--- config.mk ---
export PLATFORM = sky130hd
export DESIGN_NAME = mem_lsu
export DESIGN_NICKNAME = d
export VERILOG_FILES = /design/src/rtl/mem_lsu.sv
export SDC_FILE = /design/constraint.sdc
export NUM_CORES = 1
export LEC_CHECK = 0
export BUFFER_PORTS_ARGS = -buffer_cell sky130_fd_sc_hd__buf_2
export CORE_MARGIN = 3
export CORE_UTILIZATION = 35
export CTS_CLUSTER_SIZE = 20
export DETAILED_ROUTE_END_ITERATION = 16
export MAX_ROUTING_LAYER = met4
export PLACE_DENSITY = 0.63
export SYNTH_ARGS = -nofsm -noshare
export SYNTH_HDL_FRONTEND = slang
export SYNTH_SLANG_ARGS = --single-unit
--- constraint.sdc ---
create_clock -name clk -period 1.9 [get_ports clk]
set_input_delay 0.285 -clock clk [delete_from_list [all_inputs] [get_ports clk]]
set_output_delay 0.285 -clock clk [all_outputs]
set_load 0.02 [all_outputs]
--- src/rtl/mem_lsu.sv ---
// Load/store unit in front of a word-wide memory without byte enables.
// Sub-word stores are done as read-modify-write; loads are lane-extracted and extended.
module mem_lsu #(
  parameter int ADDR_BITS = 16
) (
  input  logic        clk,
  input  logic        rst_n,
  input  logic        req_valid_i,
  output logic        req_ready_o,
  input  logic        req_write_i,
  input  logic [1:0]  req_size_i,
  input  logic        req_unsigned_i,
  input  logic [31:0] req_addr_i,
  input  logic [31:0] req_wdata_i,
  output logic        resp_valid_o,
  output logic [31:0] resp_rdata_o,
  output logic        resp_error_o,
  output logic        mem_enable_o,
  output logic        mem_read_o,
  output logic [31:0] mem_addr_o,
  output logic [31:0] mem_data_in_o,
  input  logic [31:0] mem_data_out_i
);

  localparam logic [2:0] S_IDLE    = 3'd0;
  localparam logic [2:0] S_READ    = 3'd1;
  localparam logic [2:0] S_CAPTURE = 3'd2;
  localparam logic [2:0] S_WRITE   = 3'd3;
  localparam logic [2:0] S_RESP    = 3'd4;

  localparam logic [1:0] SZ_BYTE = 2'b00;
  localparam logic [1:0] SZ_HALF = 2'b01;
  localparam logic [1:0] SZ_WORD = 2'b10;

  logic [2:0]           state_q,    state_d;
  logic [ADDR_BITS-1:0] waddr_q,    waddr_d;
  logic [1:0]           lane_q,     lane_d;
  logic [1:0]           size_q,     size_d;
  logic                 write_q,    write_d;
  logic                 unsigned_q, unsigned_d;
  logic [31:0]          wdata_q,    wdata_d;
  logic [31:0]          wr_data_q,  wr_data_d;
  logic [31:0]          rdata_q,    rdata_d;
  logic                 error_q,    error_d;

  logic        accept;
  logic        illegal;
  logic [7:0]  ld_byte;
  logic [15:0] ld_half;
  logic [31:0] ld_result;
  logic [4:0]  mrg_shift;
  logic [31:0] mrg_mask;
  logic [31:0] merged;

  // Upper address bits wrap away; they are intentionally not stored.
  logic unused_addr_hi;
  assign unused_addr_hi = ^req_addr_i[31:ADDR_BITS+2];

  assign accept  = req_valid_i && (state_q == S_IDLE);
  assign illegal = (req_size_i == 2'b11) ||
                   ((req_size_i == SZ_HALF) && req_addr_i[0]) ||
                   ((req_size_i == SZ_WORD) && (req_addr_i[1:0] != 2'b00));

  // Lane extraction and store merge both operate on the word arriving from memory.
  always_comb begin
    ld_byte   = 8'(mem_data_out_i >> {lane_q, 3'b000});
    ld_half   = 16'(mem_data_out_i >> {lane_q[1], 4'b0000});
    ld_result = mem_data_out_i;
    case (size_q)
      SZ_BYTE: ld_result = unsigned_q ? {24'h0, ld_byte} : {{24{ld_byte[7]}}, ld_byte};
      SZ_HALF: ld_result = unsigned_q ? {16'h0, ld_half} : {{16{ld_half[15]}}, ld_half};
      default: ld_result = mem_data_out_i;
    endcase
  end

  always_comb begin
    if (size_q == SZ_BYTE) begin
      mrg_shift = {lane_q, 3'b000};
      mrg_mask  = 32'h0000_00FF;
    end else begin
      mrg_shift = {lane_q[1], 4'b0000};
      mrg_mask  = 32'h0000_FFFF;
    end
    merged = (mem_data_out_i & ~(mrg_mask << mrg_shift)) |
             ((wdata_q & mrg_mask) << mrg_shift);
  end

  always_comb begin
    state_d    = state_q;
    waddr_d    = waddr_q;
    lane_d     = lane_q;
    size_d     = size_q;
    write_d    = write_q;
    unsigned_d = unsigned_q;
    wdata_d    = wdata_q;
    wr_data_d  = wr_data_q;
    rdata_d    = rdata_q;
    error_d    = error_q;
    case (state_q)
      S_IDLE: begin
        if (accept) begin
          waddr_d    = req_addr_i[ADDR_BITS+1:2];
          lane_d     = req_addr_i[1:0];
          size_d     = req_size_i;
          write_d    = req_write_i;
          unsigned_d = req_unsigned_i;
          wdata_d    = req_wdata_i;
          wr_data_d  = req_wdata_i;
          rdata_d    = 32'h0;
          error_d    = illegal;
          if (illegal)
            state_d = S_RESP;
          else if (req_write_i && (req_size_i == SZ_WORD))
            state_d = S_WRITE;
          else
            state_d = S_READ;
        end
      end
      S_READ: state_d = S_CAPTURE;
      S_CAPTURE: begin
        if (write_q) begin
          wr_data_d = merged;
          state_d   = S_WRITE;
        end else begin
          rdata_d = ld_result;
          state_d = S_RESP;
        end
      end
      S_WRITE: state_d = S_RESP;
      S_RESP:  state_d = S_IDLE;
      default: state_d = S_IDLE;
    endcase
  end

  always_ff @(posedge clk or negedge rst_n) begin
    if (!rst_n) begin
      state_q    <= S_IDLE;
      waddr_q    <= '0;
      lane_q     <= 2'b00;
      size_q     <= 2'b00;
      write_q    <= 1'b0;
      unsigned_q <= 1'b0;
      wdata_q    <= 32'h0;
      wr_data_q  <= 32'h0;
      rdata_q    <= 32'h0;
      error_q    <= 1'b0;
    end else begin
      state_q    <= state_d;
      waddr_q    <= waddr_d;
      lane_q     <= lane_d;
      size_q     <= size_d;
      write_q    <= write_d;
      unsigned_q <= unsigned_d;
      wdata_q    <= wdata_d;
      wr_data_q  <= wr_data_d;
      rdata_q    <= rdata_d;
      error_q    <= error_d;
    end
  end

  // Memory strobes decode straight from state so an async reset drops them at once.
  assign req_ready_o   = (state_q == S_IDLE);
  assign resp_valid_o  = (state_q == S_RESP);
  assign resp_rdata_o  = rdata_q;
  assign resp_error_o  = error_q;
  assign mem_enable_o  = (state_q == S_READ) || (state_q == S_WRITE);
  assign mem_read_o    = (state_q == S_READ);
  assign mem_addr_o    = {{(32-ADDR_BITS){1'b0}}, waddr_q};
  assign mem_data_in_o = wr_data_q;

endmodule

==> results.cfg <==
[sta]
maxSlewViolCount = 0
final-hold-violation-count = 0
grt_setup_unrepaired = yes
fmaxAchievable_ghz = 0.533
timing.hold.ws_ps = 121
fin_crit_ps = 1880
fin_tns_setup_ps = 0
finClkSkew_ps = 3.86
slew_headroom = 0.388
worstMarginPinSlew_ps = 914
finalSetupViolCount = 0
period_share = 0.987

[critical_path]
cp_top_family = compound AO/OA/AOI/OAI gates
worstReg2RegEnd = mem_data_in_o[13]
critical_path.max_fanout = 7
startpoint_type = register
cp_slowest_cell = or3b_2
timing.rr.start = size_q[0]
worstRegToRegCells = 6
critPathBufInv = 2
path_cells = buf_4 > or3b_2 > buf_4 > o22ai_1 > o2bb2ai_1 > o211ai_1
max_stage_delay_ps = 490
crit_top_cell = buf_4
r2r_slack_ps = 20
worstSetupPathType = register to register
critPathArrivalTime_ps = 2100
required_ps = 2130
endpoint_kind = register

[die]
num_rows = 43
io_pins = 204
start_util = 0.362
fp.dieArea_um2 = 16100
die_x_um = 127
die_y_um = 127
core_area_um2 = 14100

[global_routing]
grt_max_degree = 39
grt.total_usage = 0.209
grt_pass1_wl_mm = 25.3
gr-total-overflow = 0
grt_pass1_vias = 4682
antenna_found_initial = 2

[placement]
io_buffers = 173
place_area_um2 = 6270
gp_congestion = 0.948
dp_hpwl_mm = 12.4

[logic_synthesis]
synth_edf_count = 0
yosysWarnings = 0
async_flop_share = 1.00
synth-seq-cells = 106
postSynthCellCount = 535
syn_area_um2 = 5110
synth_seq_area_share = 0.519
syn_avg_cell_area_um2 = 9.55
synth_cell_types = 43
synthFlopType = dfrtp_1

[clocking]
cts_root_buffer = clkbuf_16
clk_path_buf_depth = 2
cts_tree = built
clock-sinks = 106
clk_latency_ps = 350
clk_pin_slew_ps = 70
cts.htree.levels = 3
numCtsBuffers = 9

[routing]
wl_mm = 16.5
drcViolationCount = 0
drtPass1Iterations = 6
wl_per_cell_um = 18.2
vias_per_cell = 5.18
antenna_left = 0
drt-initial-drc-count = 371
via_count = 4711

[power_and_ir_drop]
p_comb_frac = 0.523
switching_power_uw = 5340
power.leakage_uw = 0.00346
internal_power_uw = 6580
finalPower_uw = 11900
p_sw_frac = 0.448
pwr-share-clk = 0.145
pwr_density_cell_nw_per_um2 = 1790
power_frac_seq = 0.332
peakVddDrop_mv = 0.751

[worst_hold_path]
hold_class = input pin to register
hold_path_depth = 3
min_to = waddr_q[6]
hold_start = req_addr_i[8]

[outcome]
status = completed

[finish]
drive_gt1_frac = 0.337
fin_nets = 824
area_delta_synth_final_pct = 30.0
final_area_um2 = 6640

[flow_run]
drv_cap = 0
-- power by group through the flow --
stage	Clock (uW)	Sequential, uW	Combinational (uW)
after floorplan	0	4700	3190
after global placement	0	3930	5990
after detailed placement	0	3960	6130
after CTS	1770	3940	6160
after global routing	1850	4100	6820
final	1730	3950	6230
-- how the worst max path moves through the flow --
stage                          start                end  slack [ps]  cells past startpoint
final                      size_q[0]  mem_data_in_o[13]          20                      6
after floorplan            size_q[1]   resp_rdata_o[21]          40                      6
after CTS                  size_q[0]   mem_data_in_o[7]          30                      5
after detailed placement  state_q[1]   resp_rdata_o[24]        -120                      4
after global placement       write_q   resp_rdata_o[21]         -30                      4
after global routing       size_q[0]   resp_rdata_o[20]         -50                      7
-- per-stage QoR --
step | worst slack [ps] | instances | utilization
after floorplan | 39.9 | 550 | -
after global placement | -33.2 | 884 | 0.445
after detailed placement | -116 | 884 | 0.445
after CTS | 31.9 | 901 | 0.465
after global routing | -46.6 | 908 | 0.471
final | 24.1 | 909 | 0.471
-- layout by cell type (no fill, tap or decap), drive strengths merged, types with 4 or more instances in the layout --
cell type / count
o22ai: 8
a221o: 16
a21oi: 31
mux2: 9
clkbuf: 14
nand2: 151
nor2b: 5
dfrtp: 106
buf: 208
inv: 10
conb: 16
a22o: 8
nor2: 21
a211o: 8
nor3: 4
mux2i: 16
o21ai: 20
nand3: 9
a222oi: 7
o211ai: 25
o2bb2ai: 7
-- routing by layer --
metal  track usage  vias to the layer above  part of all wire
met2         0.319                      219              0.47
met1         0.265                     2231              0.41
met3        0.0707                       31             0.094
met5             -                        -                 0
met4        0.0587                        0             0.023
li1              -                     2230                 -
-- final cells by class --
| type | count | area [um2] |
|---|---|---|
| fill | 1358 | 7460 |
| antenna | 3 | 7.51 |
| tap | 180 | 225 |
| clock buffer | 13 | 250 |
| timing repair buffer | 210 | 1200 |
| sequential | 106 | 2650 |
| multi-input combinational | 384 | 2250 |
| clock inverter | 3 | 15.0 |
| inverter | 10 | 37.5 |
-- synthesized netlist by cell type, drive strengths merged, types with 9 or more instances --
cell      n  area share
clkbuf   25       0.018
o211ai   25       0.037
mux2      9       0.020
inv      10      0.0074
a221o    16       0.031
nand2   151        0.11
nand3     9      0.0088
buf      25       0.034
dfrtp   106        0.52
a21oi    31       0.030
o21ai    20       0.020
nor2     21       0.015
mux2i    16       0.031
-- registers in the layout, indices dropped and copies added (netlist names) --
register and flops:
mem_data_in_o 32, write_q 1, state_q 3, lane_q 2, unsigned_q 1, resp_error_o 1, size_q 2, waddr_q 16
wdata_q 16, resp_rdata_o 32
-- timing repair --
item	4_1_cts	5_1_grt
endpoints found under the hold margin	36	0
gates resized for setup	2	10
gates cloned	0	1
pin swaps	0	2
buffers inserted	0	4
hold buffers	1	0
endpoints found under the setup margin	21	30
-- cells by family (layout without fill, tap and decap cells) --
logic type / after synthesis / in the layout / synth area share
flops: 106 / 106 / 0.519
mux: 25 / 25 / 0.0512
other cells: 1 / 19 / 0.000734
simple gates: 201 / 201 / 0.162
compound gates: 142 / 142 / 0.206
buf+inv: 60 / 236 / 0.0600
-- tightest hold or removal path, delay by kind of cell --
kind          cells  cell delay, ps
simple gates      2              80
buf+inv           1              70
(Power assumes the default switching activity.)
